===== config.mk =====
export PLATFORM = sky130hd
export DESIGN_NAME = alu_key_sequencer_flat
export DESIGN_NICKNAME = d
export VERILOG_FILES = /design/src/rtl/alu_key_sequencer_if.sv /design/src/rtl/alu_key_sequencer.sv /design/src/flat_wrapper.sv
export SDC_FILE = /design/constraint.sdc
export NUM_CORES = 1
export LEC_CHECK = 0
export ABC_AREA = 0
export BUFFER_PORTS_ARGS = -buffer_cell sky130_fd_sc_hd__buf_2
export CAP_MARGIN = 30
export CELL_PAD_IN_SITES_DETAIL_PLACEMENT = 0
export CELL_PAD_IN_SITES_GLOBAL_PLACEMENT = 1
export CORE_MARGIN = 10
export CORE_UTILIZATION = 38
export DETAILED_ROUTE_END_ITERATION = 16
export PLACE_DENSITY = 0.93
export SYNTH_ARGS = -nofsm -noshare
export SYNTH_HDL_FRONTEND = slang
export SYNTH_SLANG_ARGS = --single-unit
export TNS_END_PERCENT = 20

===== constraint.sdc =====
create_clock -name clk -period 3.7 [get_ports clk]
set_input_delay 0.185 -clock clk [delete_from_list [all_inputs] [get_ports clk]]
set_output_delay 0.185 -clock clk [all_outputs]
set_load 0.005 [all_outputs]

===== src/rtl/alu_key_sequencer_if.sv =====
// Keypad / register-bank / ALU bus of the calculator sequencer.
//   master : keypad encoder + ALU side (drives keys and ALU flags)
//   slave  : alu_key_sequencer (drives bank ports, ALU select, result)
// Signals: key_valid/key_code (key strobe), alu_result/alu_carry/alu_zero
// (ALU outputs), rd_addr_a/rd_addr_b (bank read), wr_en/wr_addr/wr_data
// (bank write), alu_op, result/result_carry/result_zero, done, busy.
interface alu_key_sequencer_if #(
  parameter int DATA_W = 8,
  parameter int ADDR_W = 2
);
  logic              key_valid;
  logic [3:0]        key_code;
  logic [DATA_W-1:0] alu_result;
  logic              alu_carry;
  logic              alu_zero;
  logic [ADDR_W-1:0] rd_addr_a;
  logic [ADDR_W-1:0] rd_addr_b;
  logic              wr_en;
  logic [ADDR_W-1:0] wr_addr;
  logic [DATA_W-1:0] wr_data;
  logic [1:0]        alu_op;
  logic [DATA_W-1:0] result;
  logic              result_carry;
  logic              result_zero;
  logic              done;
  logic              busy;

  modport master (
    output key_valid, key_code, alu_result, alu_carry, alu_zero,
    input  rd_addr_a, rd_addr_b, wr_en, wr_addr, wr_data, alu_op,
           result, result_carry, result_zero, done, busy
  );

  modport slave (
    input  key_valid, key_code, alu_result, alu_carry, alu_zero,
    output rd_addr_a, rd_addr_b, wr_en, wr_addr, wr_data, alu_op,
           result, result_carry, result_zero, done, busy
  );
endinterface


===== src/rtl/alu_key_sequencer.sv =====
// alu_key_sequencer: enters operand A, operator and operand B from one-cycle
// key strobes, writes operands to the register bank, and on the execute key
// waits EXEC_WAIT cycles for bank read + ALU settle, then writes the ALU
// result back to ADDR_R and holds it for display.
// Ports: clk, reset (sync, active-high), bus (slave modport of
// alu_key_sequencer_if carrying keys, ALU flags, bank ports and result).
// All outputs are registered.
module alu_key_sequencer #(
  parameter int DATA_W    = 8,
  parameter int ADDR_W    = 2,
  parameter int ADDR_A    = 0,
  parameter int ADDR_B    = 1,
  parameter int ADDR_R    = 2,
  parameter int EXEC_WAIT = 2
) (
  input  logic                 clk,
  input  logic                 reset,
  alu_key_sequencer_if.slave   bus
);
  // Wide enough that EXEC_WAIT=1 still yields a 1-bit counter.
  localparam int CNT_W = $clog2(EXEC_WAIT + 1);

  typedef enum logic [2:0] {S_A, S_OP, S_B, S_EQ, S_EXEC, S_WB} state_t;

  state_t            state_q, state_d;
  logic [CNT_W-1:0]  cnt_q, cnt_d;
  logic              wr_en_q, wr_en_d;
  logic [ADDR_W-1:0] wr_addr_q, wr_addr_d;
  logic [DATA_W-1:0] wr_data_q, wr_data_d;
  logic [1:0]        alu_op_q, alu_op_d;
  logic [DATA_W-1:0] result_q, result_d;
  logic              carry_q, carry_d;
  logic              zero_q, zero_d;
  logic              done_q, done_d;
  logic              busy_q, busy_d;
  logic [ADDR_W-1:0] rd_addr_a_q, rd_addr_b_q;

  logic key_digit, key_op, key_clr, key_exe, exec_last;
  logic [DATA_W-1:0] digit_ext;

  assign key_digit = bus.key_valid && (bus.key_code <= 4'd9);
  assign key_op    = bus.key_valid && (bus.key_code >= 4'hA) && (bus.key_code <= 4'hD);
  assign key_clr   = bus.key_valid && (bus.key_code == 4'hE);
  assign key_exe   = bus.key_valid && (bus.key_code == 4'hF);
  assign exec_last = (cnt_q == CNT_W'(EXEC_WAIT - 1));
  assign digit_ext = {{(DATA_W-4){1'b0}}, bus.key_code};

  // State register (with all registered outputs)
  always_ff @(posedge clk) begin
    if (reset) begin
      state_q     <= S_A;
      cnt_q       <= '0;
      wr_en_q     <= 1'b0;
      wr_addr_q   <= '0;
      wr_data_q   <= '0;
      alu_op_q    <= '0;
      result_q    <= '0;
      carry_q     <= 1'b0;
      zero_q      <= 1'b0;
      done_q      <= 1'b0;
      busy_q      <= 1'b0;
      rd_addr_a_q <= ADDR_W'(ADDR_A);
      rd_addr_b_q <= ADDR_W'(ADDR_B);
    end else begin
      state_q     <= state_d;
      cnt_q       <= cnt_d;
      wr_en_q     <= wr_en_d;
      wr_addr_q   <= wr_addr_d;
      wr_data_q   <= wr_data_d;
      alu_op_q    <= alu_op_d;
      result_q    <= result_d;
      carry_q     <= carry_d;
      zero_q      <= zero_d;
      done_q      <= done_d;
      busy_q      <= busy_d;
      rd_addr_a_q <= ADDR_W'(ADDR_A);
      rd_addr_b_q <= ADDR_W'(ADDR_B);
    end
  end

  // Next state; keys outside S_A..S_EQ are simply never looked at.
  always_comb begin
    state_d = state_q;
    cnt_d   = cnt_q;
    case (state_q)
      S_A:  if (key_digit) state_d = S_OP;
      S_OP: if (key_op) state_d = S_B; else if (key_clr) state_d = S_A;
      S_B:  if (key_digit) state_d = S_EQ; else if (key_clr) state_d = S_A;
      S_EQ: begin
        if (key_exe) begin
          state_d = S_EXEC;
          cnt_d   = '0;
        end else if (key_clr) begin
          state_d = S_A;
        end
      end
      S_EXEC: begin
        if (exec_last) state_d = S_WB;
        else           cnt_d   = cnt_q + 1'b1;
      end
      S_WB:    state_d = S_A;
      default: state_d = S_A;
    endcase
  end

  // Output next values. The ALU is sampled on the edge leaving the last
  // EXEC cycle so the write-back and result show up together in WB.
  always_comb begin
    wr_en_d   = 1'b0;
    wr_addr_d = wr_addr_q;
    wr_data_d = wr_data_q;
    alu_op_d  = alu_op_q;
    result_d  = result_q;
    carry_d   = carry_q;
    zero_d    = zero_q;
    done_d    = 1'b0;
    busy_d    = (state_d == S_EXEC) || (state_d == S_WB);
    case (state_q)
      S_A: if (key_digit) begin
        wr_en_d   = 1'b1;
        wr_addr_d = ADDR_W'(ADDR_A);
        wr_data_d = digit_ext;
      end
      // A/B/C/D -> 0/1/2/3
      S_OP: if (key_op) alu_op_d = bus.key_code[1:0] - 2'd2;
      S_B: if (key_digit) begin
        wr_en_d   = 1'b1;
        wr_addr_d = ADDR_W'(ADDR_B);
        wr_data_d = digit_ext;
      end
      S_EXEC: if (exec_last) begin
        wr_en_d   = 1'b1;
        wr_addr_d = ADDR_W'(ADDR_R);
        wr_data_d = bus.alu_result;
        result_d  = bus.alu_result;
        carry_d   = bus.alu_carry;
        zero_d    = bus.alu_zero;
        done_d    = 1'b1;
      end
      default: ;
    endcase
  end

  assign bus.rd_addr_a    = rd_addr_a_q;
  assign bus.rd_addr_b    = rd_addr_b_q;
  assign bus.wr_en        = wr_en_q;
  assign bus.wr_addr      = wr_addr_q;
  assign bus.wr_data      = wr_data_q;
  assign bus.alu_op       = alu_op_q;
  assign bus.result       = result_q;
  assign bus.result_carry = carry_q;
  assign bus.result_zero  = zero_q;
  assign bus.done         = done_q;
  assign bus.busy         = busy_q;
endmodule

===== src/flat_wrapper.sv =====
// flat-port wrapper written by rule: the top's interface ports become plain ports
module alu_key_sequencer_flat 
#(
  parameter int DATA_W    = 8,
  parameter int ADDR_W    = 2,
  parameter int ADDR_A    = 0,
  parameter int ADDR_B    = 1,
  parameter int ADDR_R    = 2,
  parameter int EXEC_WAIT = 2
)
  (clk, reset, bus_key_valid, bus_key_code, bus_alu_result, bus_alu_carry, bus_alu_zero, bus_rd_addr_a, bus_rd_addr_b, bus_wr_en, bus_wr_addr, bus_wr_data, bus_alu_op, bus_result, bus_result_carry, bus_result_zero, bus_done, bus_busy);
  alu_key_sequencer_if #(.DATA_W(DATA_W), .ADDR_W(ADDR_W)) bus_i ();
  input  logic clk;
  input  logic reset;
  input wire logic [$bits(bus_i.key_valid)-1:0] bus_key_valid;
  input wire logic [$bits(bus_i.key_code)-1:0] bus_key_code;
  input wire logic [$bits(bus_i.alu_result)-1:0] bus_alu_result;
  input wire logic [$bits(bus_i.alu_carry)-1:0] bus_alu_carry;
  input wire logic [$bits(bus_i.alu_zero)-1:0] bus_alu_zero;
  output wire logic [$bits(bus_i.rd_addr_a)-1:0] bus_rd_addr_a;
  output wire logic [$bits(bus_i.rd_addr_b)-1:0] bus_rd_addr_b;
  output wire logic [$bits(bus_i.wr_en)-1:0] bus_wr_en;
  output wire logic [$bits(bus_i.wr_addr)-1:0] bus_wr_addr;
  output wire logic [$bits(bus_i.wr_data)-1:0] bus_wr_data;
  output wire logic [$bits(bus_i.alu_op)-1:0] bus_alu_op;
  output wire logic [$bits(bus_i.result)-1:0] bus_result;
  output wire logic [$bits(bus_i.result_carry)-1:0] bus_result_carry;
  output wire logic [$bits(bus_i.result_zero)-1:0] bus_result_zero;
  output wire logic [$bits(bus_i.done)-1:0] bus_done;
  output wire logic [$bits(bus_i.busy)-1:0] bus_busy;
  assign bus_i.key_valid = bus_key_valid;
  assign bus_i.key_code = bus_key_code;
  assign bus_i.alu_result = bus_alu_result;
  assign bus_i.alu_carry = bus_alu_carry;
  assign bus_i.alu_zero = bus_alu_zero;
  assign bus_rd_addr_a = bus_i.rd_addr_a;
  assign bus_rd_addr_b = bus_i.rd_addr_b;
  assign bus_wr_en = bus_i.wr_en;
  assign bus_wr_addr = bus_i.wr_addr;
  assign bus_wr_data = bus_i.wr_data;
  assign bus_alu_op = bus_i.alu_op;
  assign bus_result = bus_i.result;
  assign bus_result_carry = bus_i.result_carry;
  assign bus_result_zero = bus_i.result_zero;
  assign bus_done = bus_i.done;
  assign bus_busy = bus_i.busy;
  alu_key_sequencer #(.DATA_W(DATA_W), .ADDR_W(ADDR_W), .ADDR_A(ADDR_A), .ADDR_B(ADDR_B), .ADDR_R(ADDR_R), .EXEC_WAIT(EXEC_WAIT)) u_core (.clk(clk), .reset(reset), .bus(bus_i));
endmodule

==> results of run 1 <==
[critical path, stage by stage (launching register included)]
cell	delay, ns
dfxtp_1	0.34
inv_1	0.05
ha_1	0.21
or4b_4	0.51
or2_0	0.21
a21oi_1	0.13
[registers in the layout (all words and copies together), names as in the netlist, 2 cells and up]
name and cells:
u_core.bus.wr_data 8, u_core.bus.alu_op 2, u_core.bus.wr_addr 2, u_core.state_q 3, u_core.cnt_q 2, u_core.bus.result 8
[synth_stat cells, drive strengths merged (2+ instances only)]
master	instances
nand2	20
dfxtp	30
a211oi	9
clkbuf	2
conb	2
nand3	2
or3	2
a21oi	21
or2	2
o21ai	8
o211ai	7
inv	4
nor2	5
buf	14
nand2b	3
nor3b	3
mux2i	5
or4b	2
[metal layers]
layer | track usage (%) | vias to the layer above | share of wire [%]
met5 | 0 | - | 0
met4 | 5.99 | 0 | 2.1
met3 | 4.50 | 6 | 8.0
met2 | 17.8 | 29 | 48
met1 | 11.7 | 537 | 42
li1 | - | 603 | -
[per-stage QoR]
| step | hold slack (ns) | power, mW | setup slack, ns | utilization [%] |
|---|---|---|---|---|
| 6_report | 0.0745 | 0.603 | 2.18 | 47.2 |
| 5_1_grt | 0.0850 | 0.627 | 2.02 | 47.2 |
| 4_1_cts | 0.0725 | 0.605 | 2.18 | 47.2 |
| 3_5_place_dp | 0.433 | 0.397 | 2.22 | 45.3 |
| 3_3_place_gp | 0.429 | 0.397 | 2.20 | 45.3 |
| 2_1_floorplan | 0.321 | 0.380 | 2.28 | - |
[cells by family (layout without fill, tap and decap cells)]
logic type	after synthesis	after routing	share of synthesized area (%)
other cells	2	4	0.552
compound gates	48	48	21.2
xor+xnor	1	1	0.643
buf+inv	20	53	8.09
fa+ha+maj	1	1	0.919
simple gates	47	47	20.8
flops	30	30	44.1
mux	5	5	3.68
[worst max-delay path by stage]
stage,start,endpoint,depth (start not counted)
after floorplan,u_core.cnt_q[1]$_SDFFE_PP0P_,u_core.cnt_q[0]$_SDFFE_PP0P_,5
after global placement,u_core.state_q[2]$_SDFF_PP0_,u_core.bus.wr_data[0]$_SDFFE_PP0P_,3
after detailed placement,u_core.state_q[1]$_SDFF_PP0_,u_core.bus.wr_data[3]$_SDFFE_PP0P_,3
after CTS,u_core.cnt_q[1]$_SDFFE_PP0P_,u_core.cnt_q[0]$_SDFFE_PP0P_,5
after global routing,u_core.state_q[0]$_SDFF_PP0_,u_core.bus.wr_data[1]$_SDFFE_PP0P_,3
final,u_core.cnt_q[1]$_SDFFE_PP0P_,u_core.cnt_q[0]$_SDFFE_PP0P_,5
[area by class of cell]
| type | count | area, µm² |
|---|---|---|
| sequential | 30 | 601 |
| clock inverter | 2 | 12.5 |
| inverter | 4 | 15.0 |
| multi-input combinational | 106 | 658 |
| fill | 345 | 1790 |
| timing repair buffer | 41 | 205 |
| clock buffer | 6 | 51.3 |
| tap | 46 | 57.6 |
[power breakdown]
group	switching (mW)	internal (mW)	total [mW]
Combinational	0.0318	0.0230	0.0548
Sequential	0.00598	0.329	0.335
Clock	0.122	0.0912	0.213
Total	0.160	0.443	0.603
[placed cells by master (no fill, tap or decap), drive strengths merged]
cell type   n
clkinvlp    1
nand3       2
a211oi      9
nand4b      1
ha          1
a31oi       1
xnor2       1
clkbuf      6
o21ai       8
buf        41
nor2        5
nand2      20
nand3b      1
dfxtp      30
mux2i       5
inv         4
or4b        2
nand2b      3
or2         2
or3         2
nand4bb     1
a21oi      21
o211ai      7
o21a        1
and4bb      1
or3b        1
nor3b       3
clkinv      1
and3        1
nor3        1
o22ai       1
conb        4
nand4       1
==> impl_metrics.ini, run 1 <==
[route]
antenna_left = 0
first_pass_iters = 4
wl_per_cell_um = 14.2
via_per_inst = 5.00
vias = 1175
drc = 0
drt-total-wl_um = 3330
drt-initial-drc-count = 61

[setup_path]
crit_path_start_kind = flip-flop
r2r-end = u_core.cnt_q[0]$_SDFFE_PP0P_
timing.rr.start = u_core.cnt_q[1]$_SDFFE_PP0P_
worst_setup_path_end_kind = flip-flop
reg2reg_depth = 5
worstSetupPathType = flip-flop to flip-flop
path_max_fanout = 4
cp.required_ns = 3.96
arrival_ns = 1.78
rrSetupSlack_ns = 2.18

[place]
port_buffers = 41
place.gp.congestion = 0.830
hpwlAfterDp_um = 2420
placed_area_um2 = 1540
dpl.cell_count = 227

[cells_and_area]
drive_gt1_share_pct = 29.6
antenna_cells = 0
layoutNonFillerInstCount = 235
layout.nets = 206
synthToLayoutAreaGrowth_pct = 17.6
fin_area_um2 = 1600

[floorplan]
fp.dieH_um = 79.9
dieArea_um2 = 6380
floorplan.initialDensity_pct = 40.2
core_um2 = 3390
io-pin-count = 46
rows = 21
die_x_um = 79.9

[run_status]
status = completed

[hold_path]
hp-class = input port to flip-flop
worst_hold_path.num_cells = 3
worstHoldStart = bus_alu_carry
min_to = u_core.bus.result_carry$_SDFFE_PP0P_

[global_route]
grt_antenna_before_repair = 0
grt_pass1_vias = 1181
grt_usage_pct = 10.9
grt_max_degree = 33
grt_pass1_wl_um = 5630
grt_remaining_overflow = 0

[synth]
synth_cell_types = 38
syn_area_per_cell_um2 = 8.84
yosysTopAreaCell = dfxtp_1
async_flop_share_pct = 0
yosysWarnings = 0
synthesis.area_um2 = 1360
ys_ff_latch = 30
synth_top_area_share_pct = 44.1
synth_cells = 154
synth_area_leaders = dfxtp_1 44%, a21oi_1 7.7%, nand2_1 5.5%
synth_edf_count = 0
seq_area_frac_synth_pct = 44.1
ys.flop_type = dfxtp_1

[flow_run]
drv_cap = 0

[clock_network]
root_buffer = clkbuf_4
post_cts_resized = 0
clockBufferDepth = 2
cts.hold.buffers_added = 0
path_clk_slew_ns = 0.10
postCtsSetupBuffers = 0
cts_buffers = 5
clk_latency_ns = 0.34
h-tree-depth = 2
cts_sinks = 30
cts_tree = yes

[power_and_ir_drop]
p_per_area_nw_per_um2 = 377
vdd.ir_drop.worst_mv = 0.165
leakage_nw = 0.642

[timing]
clock.fmax_ghz = 0.658
rsz0062_at_grt = no
fin_tns_setup_ns = 0
fin_crit_ns = 1.52
hold_viol = 0
maxSlewHeadroom_pct = 55.9
maxSlewViolCount = 0
worstMarginPinSlew_ns = 0.661
setup_viol = 0
period_share_pct = 41.1
clock_skew_ns = 0.0139
Note: power is estimated with default switching activity, not from simulation.
==> run 2: changes to the inputs <==
- CORE_UTILIZATION: 38 -> 36
- PLACE_DENSITY: 0.93 -> 0.89
- clock period: 3.7 -> 1.4 ns (I/O delays scaled with it)
==> run 2 against run 1 <==
Compared with the run above:
- the flow now finishes with violations (negative setup slack)
- worst hold slack got worse by 0.056 ns
- core utilization grew 1.7 points
- sequential share of layout area shrank 3.7 points
- via count grew 4.7%
- clock power grew to 4.2 times the previous value
- clock skew fell by 0.0084 ns
- global-route usage is 0.057 points higher
- non-clock buffer count increased by 15
- highest routed layer unchanged
==> impl_metrics.ini, run 2 (synthesis gave the netlist of run 1 again) <==
[global_route]
grt_pass1_wl_um = 5640
grt_usage_pct = 11.0
grt_pass1_vias = 1224
grt_remaining_overflow = 0
grt_antenna_before_repair = 0
grt_max_degree = 19

[cells_and_area]
layout_common_cells = 41 x buf_2, 26 x dfxtp_1, 21 x a21oi_1
synthToLayoutAreaGrowth_pct = 31.6
layout_commonest_cell = buf_2
layout.nets = 221
antenna_cells = 0
drive_gt1_share_pct = 37.4

[clock_network]
cts_sinks = 30
path_clk_slew_ns = 0.06
cts_buffers = 5
post_cts_resized = 3
h-tree-depth = 2
postCtsSetupBuffers = 0
root_buffer = clkbuf_8
cts.hold.buffers_added = 0
clockBufferDepth = 2
cts_tree = yes
clk_latency_ns = 0.28

[timing]
fin_crit_ns = 1.43
hold_viol = 0
maxSlewViolCount = 0
setup_viol = 3
clock.fmax_ghz = 0.699
period_share_pct = 102
hold_ws_ns = 0.0184
clock_skew_ns = 0.00544
rsz0062_at_grt = yes
setup_ws_ns = -0.0314

[power_and_ir_drop]
internal-power_mw = 1.51
p_per_area_nw_per_um2 = 1080
p_sw_share_pct = 22.0
p_comb_share_pct = 8.6
leakage_nw = 0.747
vdd.ir_drop.worst_mv = 0.518
pwr-share-seq_pct = 45.6
p_total_mw = 1.94
clockPowerShare_pct = 45.8
power_switching_mw = 0.427

[floorplan]
fp.dieH_um = 81.5
io-pin-count = 46
die_x_um = 81.5
dieArea_um2 = 6640
core_um2 = 3660
floorplan.initialDensity_pct = 37.2
rows = 22

[route]
vias = 1230
wl_per_cell_um = 14.0
first_pass_iters = 4
drc = 0
antenna_left = 0
via_per_inst = 4.90
drt-total-wl_um = 3510
drt-initial-drc-count = 46

[place]
hpwlAfterDp_um = 2630
place_ws_ns = -0.0421
place.gp.congestion = 0.789
port_buffers = 41

[run_status]
violations = negative setup slack
status = finished with violations

[hold_path]
worst_hold_path.num_cells = 3
worstHoldStart = bus_alu_carry
hp-class = input port to flip-flop
min_to = u_core.bus.result_carry$_SDFFE_PP0P_

[setup_path]
reg2reg_depth = 5
arrival_ns = 1.65
cp.required_ns = 1.62
worst_setup_path_end_kind = flip-flop
timing.rr.start = u_core.cnt_q[1]$_SDFFE_PP0P_
rrSetupSlack_ns = -0.03
path_max_fanout = 4
r2r-end = u_core.cnt_q[0]$_SDFFE_PP0P_
crit_path_start_kind = flip-flop
worstSetupPathType = flip-flop to flip-flop

[flow_run]
drv_cap = 0
## run 2: cell count changes in the layout (fill, tap and decap cells not counted), sizes merged
| cell | previous run | this run |
|---|---|---|
| buf | 41 | 56 |
| bufinv | 0 | 1 |
| clkinv | 1 | 0 |
| clkinvlp | 1 | 0 |
## run 2: how the worst max path moves through the flow
stage / slack [ns] / end / from / cells after the start
after floorplan: 0.01 / u_core.cnt_q[0]$_SDFFE_PP0P_ / u_core.cnt_q[1]$_SDFFE_PP0P_ / 5
after global placement: -0.003 / u_core.cnt_q[0]$_SDFFE_PP0P_ / u_core.cnt_q[1]$_SDFFE_PP0P_ / 5
after detailed placement: -0.04 / u_core.cnt_q[0]$_SDFFE_PP0P_ / u_core.cnt_q[1]$_SDFFE_PP0P_ / 5
after CTS: -0.03 / u_core.cnt_q[0]$_SDFFE_PP0P_ / u_core.cnt_q[1]$_SDFFE_PP0P_ / 5
after global routing: -0.11 / u_core.cnt_q[0]$_SDFFE_PP0P_ / u_core.cnt_q[0]$_SDFFE_PP0P_ / 4
final: -0.03 / u_core.cnt_q[0]$_SDFFE_PP0P_ / u_core.cnt_q[1]$_SDFFE_PP0P_ / 5
## run 2: cell type report
cell class | instances | area, µm²
sequential | 30 | 606
clock inverter | 1 | 30.0
timing repair buffer | 56 | 318
clock buffer | 6 | 82.6
inverter | 4 | 15.0
fill | 364 | 1870
tap | 48 | 60.1
multi-input combinational | 106 | 681
## run 2: stage by stage
stage	cells	cell area, µm²	TNS (ns)	utilization (%)
3_5_place_dp	244	1650	-0.0712	45.2
5_1_grt	251	1790	-0.838	48.9
4_1_cts	251	1780	-0.0497	48.6
3_3_place_gp	244	1650	-0.00318	45.2
6_report	251	1790	-0.0678	48.9
2_1_floorplan	156	1370	0	-
## run 2: power groups by stage
| stage | Sequential (mW) | Combinational [mW] | Clock (mW) |
|---|---|---|---|
| after floorplan | 0.899 | 0.104 | 0 |
| after global placement | 0.901 | 0.161 | 0 |
| after detailed placement | 0.901 | 0.161 | 0 |
| after CTS | 0.883 | 0.161 | 0.907 |
| after global routing | 0.886 | 0.185 | 0.944 |
| final | 0.884 | 0.167 | 0.889 |
## run 2: routing by layer
layer | vias up | global-route usage (%) | share of wire [%]
li1 | 636 | - | -
met1 | 554 | 13.3 | 47
met2 | 34 | 15.9 | 43
met3 | 6 | 4.80 | 7.5
met4 | 0 | 6.06 | 2.1
met5 | - | 0 | 0
## run 2: critical path: stages, from the launching register on
cell and delay (ns):
dfxtp_2 0.33, inv_2 0.05, ha_4 0.16, or4b_4 0.50, or2_0 0.21, a21oi_1 0.13
==> run 3: changes to the inputs <==
- HOLD_SLACK_MARGIN: not set -> 0.12
==> run 3 against run 2 <==
Compared with the run above:
- the flow still finishes with violations (negative setup slack)
- critical path depth stayed put
- global-route usage is 0.45 points higher
- clock-buffer cell count stayed put
- critical path type unchanged
- highest routed layer unchanged
==> impl_metrics.ini, run 3 (synthesis gave the netlist of run 1 again) <==
[hold_path]
hp-class = input port to flip-flop
worstHoldStart = reset
worst_hold_path.num_cells = 2

[timing]
hold_ws_ns = 0.151
rsz0062_at_grt = yes
setup_viol = 3
setup_ws_ns = -0.0314
fin_crit_ns = 1.43
period_share_pct = 102
clock_skew_ns = 0.00538
maxSlewViolCount = 0
fin_tns_setup_ns = -0.0678
hold_viol = 0
clock.fmax_ghz = 0.699

[cells_and_area]
fillers = 352
seq_area_um2 = 606
drive_gt1_share_pct = 35.5
multi_input_area_um2 = 681
antenna_cells = 0
layoutNonFillerInstCount = 262
layout_commonest_cell = buf_2
layout.nets = 232
layout_common_cells = 41 x buf_2, 26 x dfxtp_1, 21 x a21oi_1
synthToLayoutAreaGrowth_pct = 39.7

[setup_path]
path_delay_family = simple AND/OR/NAND/NOR gates
cp_cell_sequence = inv_2 -> ha_4 -> or4b_4 -> or2_0 -> a21oi_1
cp.required_ns = 1.62
slowest_delay_ns = 0.50
arrival_ns = 1.65
worstSetupStartpoint = u_core.cnt_q[1]$_SDFFE_PP0P_
timing.rr.start = u_core.cnt_q[1]$_SDFFE_PP0P_
path_max_fanout = 4
crit_path_start_kind = flip-flop
worst_setup_path_end_kind = flip-flop
slowest_stage = or4b_4
worst-path-buf-inv = 1
worstSetupPathType = flip-flop to flip-flop
reg2reg_depth = 5
crit_cells = 5

[power_and_ir_drop]
internal-power_mw = 1.53
power_switching_mw = 0.431
p_total_mw = 1.96
p_sw_share_pct = 21.9
clockPowerShare_pct = 45.3
vdd.ir_drop.worst_mv = 0.518
pwr-share-seq_pct = 45.0
p_per_area_nw_per_um2 = 1030
p_comb_share_pct = 9.7
leakage_nw = 0.793

[floorplan]
fp.dieH_um = 81.5
rows = 22
dieArea_um2 = 6640
core_um2 = 3660
floorplan.initialDensity_pct = 37.2
io-pin-count = 46
die_x_um = 81.5

[global_route]
grt_usage_pct = 11.4
grt_antenna_before_repair = 0
grt_pass1_wl_um = 5900
grt_max_degree = 19
grt_pass1_vias = 1274
grt_remaining_overflow = 0

[route]
via_per_inst = 4.83
drt-total-wl_um = 3610
wl_per_cell_um = 13.8
vias = 1265
drt-initial-drc-count = 45
drc = 0
antenna_left = 0
first_pass_iters = 4

[clock_network]
postCtsSetupBuffers = 0
root_buffer = clkbuf_8
path_clk_slew_ns = 0.06
cts_tree = yes
clockBufferDepth = 2
cts_buffers = 5
clk_latency_ns = 0.28
cts_sinks = 30
h-tree-depth = 2

[place]
place_ws_ns = -0.0421
dpl.cell_count = 244
hpwlAfterDp_um = 2630
place.gp.congestion = 0.789
port_buffers = 41

[run_status]
status = finished with violations
violations = negative setup slack

[flow_run]
drv_cap = 0
-- run 3: power groups by stage --
| stage | sequential (mW) | combinational, mW | clock [mW] |
|---|---|---|---|
| detailed placement | 0.901 | 0.161 | 0 |
| floorplan | 0.899 | 0.104 | 0 |
| global placement | 0.901 | 0.161 | 0 |
| CTS | 0.883 | 0.184 | 0.907 |
| global route | 0.886 | 0.211 | 0.944 |
| finish | 0.884 | 0.190 | 0.890 |
-- run 3: cell type report --
cell class | count | area share (%)
clock buffer | 6 | 4.34
clock inverter | 1 | 1.58
inverter | 4 | 0.789
multi-input combinational | 106 | 35.8
sequential | 30 | 31.8
tap | 48 | 3.16
timing repair buffer | 67 | 22.5
-- run 3: worst reg2reg max path, cell delays in order, from the launching register on --
cell and delay, ns:
dfxtp_2 0.33, inv_2 0.05, ha_4 0.16, or4b_4 0.50, or2_0 0.21, a21oi_1 0.13
-- run 3: through the flow --
step | utilization [%] | cell area (µm²)
4_1_cts | 51.6 | 1890
2_1_floorplan | - | 1370
5_1_grt | 51.9 | 1900
6_report | 51.9 | 1900
3_5_place_dp | 45.2 | 1650
3_3_place_gp | 45.2 | 1650
-- run 3: layer usage --
metal	vias up	track usage, %	part of all wire [%]
met4	0	6.06	2.0
li1	657	-	-
met1	568	13.8	47
met2	34	16.8	44
met5	-	0	0
met3	6	4.80	6.6
-- run 3: final timing paths --
kind	endpoint	slack, ns
hold reg to reg	u_core.bus.result[5]$_SDFFE_PP0P_	0.45
hold / removal	u_core.bus.done$_SDFF_PP0_	0.15
setup / recovery	u_core.cnt_q[0]$_SDFFE_PP0P_	-0.03
setup reg to reg	u_core.cnt_q[0]$_SDFFE_PP0P_	-0.03
-- run 3: timing repair --
action                     CTS  global route
pin swaps                    0             0
setup endpoints to repair    3            23
resized for setup            3             5
hold endpoints to repair    15             0
hold buffers                11             0
